`src/rtl/bitdemux_deser.sv`:
```
// bitdemux_deser: serial-to-parallel collector.
// This block is the write-side counterpart of bitmux. It places a stream of
// single bits into successive index positions of an N-bit word. Once all N
// positions are filled, it presents the complete word.
//
// Parameters
//   N          word width in bits (N >= 2)
//   MSB_FIRST  0: first bit lands in word[0]; 1: first bit lands in word[N-1]
//
// Ports
//   clk        rising-edge clock
//   rst        synchronous active-high reset (priority over clr)
//   clr        synchronous abort; discards a partial or held word
//   in_valid   in_bit is valid this cycle
//   in_ready   block accepts in_bit this cycle
//   in_bit     serial data bit
//   out_valid  out_word holds a complete word
//   out_ready  consumer takes out_word this cycle
//   out_word   assembled word
//   fill_cnt   bits accepted into the current word (0 while holding)
module bitdemux_deser #(
    parameter int N         = 3,
    parameter bit MSB_FIRST = 1'b0,
    localparam int CW       = $clog2(N)
) (
    input  logic          clk,
    input  logic          rst,
    input  logic          clr,
    input  logic          in_valid,
    output logic          in_ready,
    input  logic          in_bit,
    output logic          out_valid,
    input  logic          out_ready,
    output logic [N-1:0]  out_word,
    output logic [CW-1:0] fill_cnt
);

    typedef enum logic {
        FILL = 1'b0,
        HOLD = 1'b1
    } state_t;

    state_t        r_state;
    state_t        w_state_nxt;
    logic [CW-1:0] r_cnt;
    logic [CW-1:0] w_cnt_nxt;
    logic [N-1:0]  r_word;
    logic [N-1:0]  w_word_nxt;
    logic          w_accept;
    logic          w_consume;

    // Index into the word for the bit arriving when cnt bits are already in.
    function automatic logic [CW-1:0] f_pos(input logic [CW-1:0] cnt);
        if (MSB_FIRST)
            return CW'(N - 1) - cnt;
        else
            return cnt;
    endfunction

    // out_valid is simply the registered HOLD state.
    assign out_valid = (r_state == HOLD);
    assign in_ready  = (r_state == FILL) | ((r_state == HOLD) & out_ready);
    assign out_word  = r_word;
    assign fill_cnt  = r_cnt;

    assign w_accept  = in_valid & in_ready;
    assign w_consume = out_valid & out_ready;

    always_comb begin
        w_state_nxt = r_state;
        w_cnt_nxt   = r_cnt;
        w_word_nxt  = r_word;
        if (clr) begin
            // A bit offered alongside clr is dropped even if in_ready reads 1.
            w_state_nxt = FILL;
            w_cnt_nxt   = '0;
            w_word_nxt  = '0;
        end else begin
            case (r_state)
                FILL: begin
                    if (w_accept) begin
                        w_word_nxt[f_pos(r_cnt)] = in_bit;
                        if (r_cnt == CW'(N - 1)) begin
                            w_cnt_nxt   = '0;
                            w_state_nxt = HOLD;
                        end else begin
                            w_cnt_nxt = r_cnt + CW'(1);
                        end
                    end
                end
                HOLD: begin
                    if (w_consume) begin
                        w_state_nxt = FILL;
                        // Back-to-back: the next word starts with a cleared
                        // word so no bit of the previous one leaks through.
                        if (w_accept) begin
                            w_word_nxt                 = '0;
                            w_word_nxt[f_pos(CW'(0))]  = in_bit;
                            w_cnt_nxt                  = CW'(1);
                        end
                    end
                end
                default: begin
                    w_state_nxt = FILL;
                    w_cnt_nxt   = '0;
                    w_word_nxt  = '0;
                end
            endcase
        end
    end

    always_ff @(posedge clk) begin
        if (rst) begin
            r_state <= FILL;
            r_cnt   <= '0;
            r_word  <= '0;
        end else begin
            r_state <= w_state_nxt;
            r_cnt   <= w_cnt_nxt;
            r_word  <= w_word_nxt;
        end
    end

endmodule
```
`config.mk`:
```
export PLATFORM = sky130hd
export DESIGN_NAME = bitdemux_deser
export DESIGN_NICKNAME = d
export VERILOG_FILES = /design/src/rtl/bitdemux_deser.sv
export SDC_FILE = /design/constraint.sdc
export NUM_CORES = 1
export LEC_CHECK = 0
export BUFFER_PORTS_ARGS = -buffer_cell sky130_fd_sc_hd__clkbuf_2
export CORE_AREA = 2 2 39 41
export DETAILED_ROUTE_END_ITERATION = 6
export DIE_AREA = 0 0 41 43
export PLACE_DENSITY_LB_ADDON = 0.25
export SKIP_LAST_GASP = 1
export SYNTH_ARGS = -nofsm -noshare
export SYNTH_HDL_FRONTEND = slang
export SYNTH_SLANG_ARGS = --single-unit
```
`constraint.sdc`:
```
create_clock -name clk -period 1.6 [get_ports clk]
set_input_delay 0.08 -clock clk [delete_from_list [all_inputs] [get_ports clk]]
set_output_delay 0.08 -clock clk [all_outputs]
set_load 0.05 [all_outputs]
```
==> results of run 1 <==
-- per-stage QoR --
| step | total power, W | setup slack [ns] | cells |
|---|---|---|---|
| floorplan | 0.000179 | 0.126 | 25 |
| global placement | 0.000192 | 0.572 | 53 |
| detailed placement | 0.000192 | 0.565 | 53 |
| CTS | 0.000336 | 0.470 | 56 |
| global route | 0.000346 | 0.431 | 56 |
| finish | 0.000329 | 0.463 | 56 |
-- area by class of cell --
| class | instances | area (um^2) |
|---|---|---|
| repair buffers | 12 | 60.1 |
| fillers | 150 | 1020 |
| multi-input cells | 18 | 139 |
| flip-flops and latches | 6 | 120 |
| clock buffers | 3 | 22.5 |
| inverters | 1 | 3.75 |
| well taps | 16 | 20.0 |
-- per-layer routing --
metal / vias to the layer above / GRT usage / share of wire
met5: - / 0 / 0
met4: 0 / 0.120 / 0.043
met3: 4 / 0.0314 / 0.091
met2: 14 / 0.0688 / 0.32
met1: 96 / 0.113 / 0.55
li1: 125 / - / -
-- report_power, final --
part	internal (W)	total [W]	switching, W	leakage (nW)
Clock	0.0000849	0.000140	0.0000551	0.0138
Combinational	0.0000131	0.0000336	0.0000205	0.0902
Sequential	0.000153	0.000155	0.00000250	0.0486
-- cell usage after synthesis (all sizes together) --
library cell,n
a21bo,1
a21boi,3
dfxtp,6
inv,1
mux2i,1
nand2,2
nand2b,1
nand3,1
nand4,2
nand4bb,2
nor2,1
o21a,1
o21ai,2
o41ai,1
-- how the worst max path moves through the flow --
stage	from	endpoint	slack, ns	depth (start not counted)
global route	out_valid	in_ready	0.43	2
detailed placement	fill_cnt[1]	out_word[0]	0.57	2
floorplan	out_valid	fill_cnt[1]	0.13	3
finish	out_valid	in_ready	0.46	2
CTS	out_valid	in_ready	0.47	2
global placement	out_valid	out_word[0]	0.57	3
-- state kept, by name, summed over array words and instances (netlist names) --
register   count
fill_cnt       2
out_valid      1
out_word       3
-- worst max-delay path: stages (launching register included) --
cell and delay (ns):
dfxtp_1 0.44, nand2b_2 0.12, clkbuf_2 0.25
-- cells by family (layout without fill, tap and decap cells) --
kind of cell / count (synthesis) / after routing
buffers and inverters: 1 / 16
muxes: 1 / 1
and+or+nand+nor: 9 / 9
DFF: 6 / 6
AOI/OAI and AO/OA: 8 / 8
==> metrics.txt, run 1 <==
CTS resizes 0; Setup TNS 0 ns; Hold WS 0.127 ns; # diodes 0; clk slew on worst S/H paths 0.05 ns; mux share of post-synthesis cell area 0.0385; GR Overflow Total 0; hold_sp rst; CTS Root Buffer Type clkbuf_4; Initial Util 0.188; H-tree depth 1; commonest non-fill, non-tap cell in the layout clkbuf_2; Hold Path Class primary input to register; Syn Inst Count 25; Fin. Hold Viols 0; HPWL Detailed 423 um; die extent in y 43 um; Area contributors post-synth dfxtp_1, nand4bb_1, o41ai_2; critical path startpoint category register; RSZ-0062 raised after global routing false; mapped cell area 260 um^2; CTS Buffer Depth 2; DRC 0; maxcap violations 0; Num CTS Buffers 3; drt first pass iters 2; fin crit period 1.14 ns; GRT Overall Usage 0.0815; Final Util 0.264; Fmax 879 MHz; Hold Path Sink fill_cnt[0]; cell area after layout 365 um^2; number of DRC markers in iteration 0 2; port buffer count 12; post-CTS setup buffer count 0; LEAKAGE 0.153 nW; part of the Yosys area used for sequential elements 0.462; Worst-Skew Late Latency 0.24 ns; WP data required 1.52 ns; Slew Limit Fails 0; r2r startpoint fill_cnt[1]; Mapped Avg Cell Area 10.4 um^2; fin nets 48; area growth from synthesis to layout 40.4%; largest net degree at the start of global routing 8; Routed wire per std cell 10.4 um; clock sink count 6; reg2reg path depth 2; routability cong. 0.624; Synth Warn # 0; I/O pin count 13; Synth Area in XOR/XNOR 0; post-synth cell types 15; clock skew 0.00149 ns; most frequent cells in the layout clkbuf_2, dfxtp_1, clkbuf_4; initial antenna violation count 0; outcome complete, no violations; Die ar. 0.00176 mm^2; worst vdd ir 0.294 mV; WHS Path Cells 3; cell taking the most area after synthesis dfxtp_1; compound-gate portion of the synthesized area 0.255; row cnt 14; DRT Wirelength 583 um; power density over the cells 900 mW/mm^2; post-synthesis simple-gate area fraction 0.231; DRT antenna net count 0; Vias/cell 4.27; Worst-Margin Slew 0.336 ns; post-synthesis adder-cell area fraction 0; endpoint class of the critical path primary output; Rel. slew slack 0.774; flops & latches, synth 6; Mapped Nets 31; post-synth top area share 0.462; first-pass GRT wire length 848 um; share of layout cells above drive strength 1 0.475; CTS Hold Bufs 0; Critical Path AT 1.06 ns; largest family of logic cells by synthesized area compound AO/OA/AOI/OAI gates; Die X 41 um; Setup violations, final 0; final critical-path share of the clock period 0.711; via count 239; crit-path max FO 6; placed inst area 343 um^2; Core Region 0.00138 mm^2; Crit Path Class register to primary output; Reg2Reg Setup Slack 0.56 ns; Critical R2R Capture out_word[0]; CTS tree built; vias in the first global route 206
Note: power is estimated with default switching activity, not from simulation.
==> run 2: changes to the inputs <==
Clock period 1.6 ns to 1 ns, I/O delays scaled along.
==> metrics.txt, run 2 (synthesis gave the netlist of run 1 again) <==
I/O pin count 13 (unchanged); WP data required 1.17 ns (was 1.52 ns); via count 255 (was 239); HPWL Detailed 443 um (was 423 um); GRT Overall Usage 0.0762 (was 0.0815); worst vdd ir 0.528 mV (was 0.294 mV); WHS Path Cells 3 (unchanged); Setup violations, final 1 (was 0); failing checks negative setup slack; maxcap violations 0 (unchanged); die extent in y 43 um (unchanged); CP Launch Point fill_cnt[0] (was out_valid); most frequent cells in the layout clkbuf_2, clkbuf_4, dfxtp_4, dfxtp_1 (was clkbuf_2, dfxtp_1, clkbuf_4); reg2reg path depth 2 (unchanged); Slew Limit Fails 0 (unchanged); row cnt 14 (unchanged); RSZ-0062 raised after global routing true (was false); largest net degree at the start of global routing 8 (unchanged); # diodes 0 (unchanged); DRC 0 (unchanged); Num CTS Buffers 3 (unchanged); Register Area 131 um^2 (was 120 um^2); DRT antenna net count 0 (unchanged); first-pass GRT wire length 883 um (was 848 um); number of DRC markers in iteration 0 2 (unchanged); r2r startpoint fill_cnt[0] (was fill_cnt[1]); H-tree depth 1 (unchanged); Routed wire per std cell 9.70 um (was 10.4 um); area growth from synthesis to layout 53.4% (was 40.4%); drt first pass iters 4 (was 2); max FFs per register 3 (unchanged); CTS Buffer Depth 2 (unchanged); LEAKAGE 0.163 nW (was 0.153 nW); Worst-Skew Late Latency 0.25 ns (was 0.24 ns); Crit Path Class register to register (was register to primary output); Hold WS 0.0793 ns (was 0.127 ns); critical path startpoint category register (unchanged); GR Overflow Total 0 (unchanged); Initial Util 0.188 (unchanged); Critical Path Max Stage Delay 0.36 ns (was 0.44 ns); Die X 41 um (unchanged); CTS Root Buffer Type clkbuf_4 (unchanged); Setup TNS -0.00469 ns (was 0 ns); placed inst area 370 um^2 (was 343 um^2); Die ar. 0.00176 mm^2 (unchanged); min setup slack post-route -0.00469 ns (was 0.463 ns); Worst-Margin Slew 0.280 ns (was 0.336 ns); CP max-delay cell dfxtp_4 (was dfxtp_1); Rel. slew slack 0.813 (was 0.774); Core Region 0.00138 mm^2 (unchanged); hold_sp rst (unchanged); port buffer count 12 (unchanged); initial antenna violation count 0 (unchanged); endpoint class of the critical path register (was primary output); final critical-path share of the clock period 1.00; fin nets 48 (unchanged); DRT Wirelength 553 um (was 583 um); fin crit period 1.00 ns; cell area after layout 399 um^2 (was 365 um^2); Fin. Hold Viols 0 (unchanged); Vias/cell 4.47 (was 4.27); share of layout cells above drive strength 1 0.537 (was 0.475); commonest non-fill, non-tap cell in the layout clkbuf_2 (unchanged); clock skew 0.000365 ns (was 0.00149 ns); crit-path max FO 5 (was 6); Hold Path Class primary input to register (unchanged); clock sink count 6 (unchanged); vias in the first global route 227 (was 206); CP cell instances o41ai_4 > mux2i_1 (was nand2b_2 > clkbuf_2); Worst Path Buf+Inv 0 (was 1); clk slew on worst S/H paths 0.05 ns (about the same); power density over the cells 1370 mW/mm^2 (was 900 mW/mm^2); number of fill cells 154 (was 150); CTS Hold Bufs 0 (unchanged); outcome finished, violations left (was complete, no violations); Final Util 0.288 (was 0.264); post-CTS setup buffer count 0 (unchanged); routability cong. 0.639 (was 0.624); area of the multi-input gates 155 um^2 (was 139 um^2); CTS tree built (unchanged); Fmax 995 MHz; cell depth of the worst setup path 2 (unchanged); Crit path max-delay family flip-flops (unchanged); Critical Path AT 1.18 ns (was 1.06 ns)
-- run 2: final cells by class --
type	instances	share of cell area
multi-input cells	18	0.389
flip-flops and latches	6	0.329
repair buffers	12	0.157
clock buffers	4	0.0658
well taps	16	0.0502
inverters	1	0.00940
-- run 2: repair_timing --
action | 4_1_cts | 5_1_grt
setup endpoints to repair | 2 | 4
pin swaps | 0 | 0
gates cloned | 0 | 0
resized for setup | 1 | 2
-- run 2: path summary, 6_finish.rpt --
path                 end  slack, ns
min          fill_cnt[0]       0.08
max          out_word[0]     -0.005
max reg2reg  out_word[0]     -0.005
min reg2reg  out_word[0]       0.46
-- run 2: through the flow --
step                      power [W]  setup slack, ns  std cells
after floorplan            0.000287          -0.0176         25
after global placement     0.000308         -0.00157         53
after detailed placement   0.000308        0.0000207         53
after CTS                  0.000559          -0.0118         57
after global routing       0.000581          -0.0736         57
final                      0.000548         -0.00469         57
-- run 2: metal layers --
layer  share of wire  wire length, um  vias to the layer above  global-route usage
met3            0.12               68                        2              0.0314
li1                -                -                      129                   -
met1            0.48              263                      112              0.0962
met2            0.36              199                       12              0.0969
met4           0.038               21                        0              0.0600
met5               0                0                        -                   0
-- run 2: tightest hold or removal path, cell delays in order --
cell and delay, ns:
clkbuf_2 0.08, nor2_2 0.06, o21a_1 0.10
-- run 2: power by group --
group | internal, W | switching (W)
Clock | 0.000152 | 0.0000941
Combinational | 0.0000259 | 0.0000339
Sequential | 0.000238 | 0.00000490
Total | 0.000415 | 0.000133
==> run 3: changes to the inputs <==
Settings changed: SLEW_MARGIN set to 20.
Clock period 1 ns to 1.1 ns, I/O delays scaled along.
==> metrics.txt, run 3 (synthesis gave the netlist of run 1 again) <==
Worst-Skew Late Latency 0.25 ns (about the same); worst vdd ir 0.485 mV (was 0.528 mV); RSZ-0062 raised after global routing false (was true); Core Region 0.00138 mm^2 (unchanged); commonest non-fill, non-tap cell in the layout clkbuf_2 (unchanged); initial antenna violation count 0 (unchanged); CP max-delay cell dfxtp_2 (was dfxtp_4); fin nets 48 (unchanged); switching power 0.000120 W (was 0.000133 W); fin crit period 1.02 ns; clk slew on worst S/H paths 0.05 ns (about the same); DRT Wirelength 584 um (was 553 um); combinational power share 0.103 (was 0.109); reg2reg path depth 2 (unchanged); Crit Path Class register to primary output (was register to register); Initial Util 0.188 (unchanged); Worst-Margin Slew 0.323 ns (was 0.280 ns); clock sink count 6 (unchanged); Rel. slew slack 0.783 (was 0.813); clock share of power 0.432 (was 0.448); GRT Overall Usage 0.0755 (was 0.0762); share of layout cells above drive strength 1 0.550 (was 0.537); routability cong. 0.626 (was 0.639); clock skew 0.000448 ns (was 0.000365 ns); Num CTS Buffers 3 (unchanged); placed cell count 53 (unchanged); post-CTS setup buffer count 0 (unchanged); vias in the first global route 188 (was 227); Die X 41 um (unchanged); number of fill cells 147 (was 154); Slew Limit Fails 0 (unchanged); port buffer count 12 (unchanged); CP Launch Point out_valid (was fill_cnt[0]); H-tree depth 1 (unchanged); CP cell instances nand2b_4 > clkbuf_2 (was o41ai_4 > mux2i_1); Fin. Hold Viols 0 (unchanged); Die ar. 0.00176 mm^2 (unchanged); outcome complete, no violations (was finished, violations left); CTS Root Buffer Type clkbuf_4 (unchanged); Fmax 983 MHz; Reg2Reg Setup Slack 0.09 ns (was -0.005 ns); HPWL Detailed 434 um (was 443 um); CTS resizes 0 (was 1); endpoint class of the critical path primary output (was register); maxcap violations 0 (unchanged); via count 248 (was 255); Critical Path AT 0.96 ns (was 1.18 ns); die extent in y 43 um (unchanged); CTS Buffer Depth 2 (unchanged); area growth from synthesis to layout 43.7% (was 53.4%); row cnt 14 (unchanged); # diodes 0 (unchanged); WP data required 1.04 ns (was 1.17 ns); Routed wire per std cell 10.4 um (was 9.70 um); number of DRC markers in iteration 0 9 (was 2); DRC 0 (unchanged); worst setup path end in_ready (was out_word[0]); DRT antenna net count 0 (unchanged); drt first pass iters 4 (unchanged); largest net degree at the start of global routing 8 (unchanged); I/O pin count 13 (unchanged); r2r startpoint fill_cnt[1] (was fill_cnt[0]); Critical Path Max Stage Delay 0.35 ns (was 0.36 ns); CTS Hold Bufs 0 (unchanged); power density over the cells 1300 mW/mm^2 (was 1370 mW/mm^2); Seq pwr share 0.465 (was 0.443); critical path startpoint category register (unchanged); Sw Share 0.247 (was 0.242); Setup violations, final 0 (was 1); min setup slack post-route 0.0827 ns (was -0.00469 ns); crit-path max FO 6 (was 5); Hold Path Class primary input to register (unchanged); most frequent cells in the layout clkbuf_2, clkbuf_4, dfxtp_2, dfxtp_1 (was clkbuf_2, clkbuf_4, dfxtp_4, dfxtp_1); GR Overflow Total 0 (unchanged); Vias/cell 4.43 (was 4.47); Finished Layout Cells 56 (was 57); pre-CTS setup slack 0.0896 ns (was 0.0000207 ns); first-pass GRT wire length 814 um (was 883 um); final critical-path share of the clock period 0.925; P_int 0.000366 W (was 0.000415 W); max FFs per register 3 (unchanged); Critical R2R Capture out_word[0] (unchanged); CTS tree built (unchanged); LEAKAGE 0.159 nW (was 0.163 nW); Setup TNS 0 ns (was -0.00469 ns)
## run 3: cell count changes in the layout (fill, tap and decap cells not counted), sizes merged
cell and change:
clkbuf +1, buf -2
## run 3: cell type report
| class | count | area [um^2] | area share |
|---|---|---|---|
| clock buffers | 3 | 22.5 | 0.0602 |
| repair buffers | 12 | 60.1 | 0.161 |
| well taps | 16 | 20.0 | 0.0535 |
| multi-input cells | 18 | 144 | 0.385 |
| flip-flops and latches | 6 | 124 | 0.331 |
| inverters | 1 | 3.75 | 0.0100 |
## run 3: how the worst min path moves through the flow
stage	from	to	slack (ns)	cells after the start
after floorplan	rst	fill_cnt[0]	0.22	2
final	rst	fill_cnt[0]	0.09	3
after global placement	rst	fill_cnt[0]	0.35	3
after detailed placement	rst	fill_cnt[0]	0.35	3
after global routing	clr	fill_cnt[0]	0.11	3
after CTS	rst	fill_cnt[0]	0.08	3
## run 3: metal layers
| metal | global-route usage | wire length (um) | up-vias |
|---|---|---|---|
| met1 | 0.110 | 293 | 105 |
| met2 | 0.0625 | 193 | 15 |
| li1 | - | - | 126 |
| met5 | 0 | 0 | - |
| met3 | 0.0471 | 87 | 2 |
| met4 | 0.0800 | 10 | 0 |
## run 3: per-stage QoR
step | utilization | total power (W) | hold WS, ns | instance area (um^2)
global route | 0.270 | 0.000502 | 0.108 | 374
floorplan | - | 0.000262 | 0.225 | 272
CTS | 0.270 | 0.000491 | 0.0831 | 374
detailed placement | 0.254 | 0.000280 | 0.346 | 352
global placement | 0.254 | 0.000281 | 0.352 | 352
finish | 0.270 | 0.000486 | 0.0885 | 374
## run 3: critical path, delay by kind of cell, from the launching register on
| kind | cells | cell delay, ns |
|---|---|---|
| AND/OR/NAND/NOR | 1 | 0.09 |
| buffers and inverters | 1 | 0.27 |
| flip-flops | 1 | 0.35 |
## run 3: power groups by stage
stage / sequential (W) / clock [W] / combinational (W)
after floorplan: 0.000243 / 0 / 0.0000183
after global placement: 0.000230 / 0 / 0.0000504
after detailed placement: 0.000230 / 0 / 0.0000501
after CTS: 0.000226 / 0.000215 / 0.0000502
after global routing: 0.000226 / 0.000222 / 0.0000534
final: 0.000226 / 0.000210 / 0.0000499
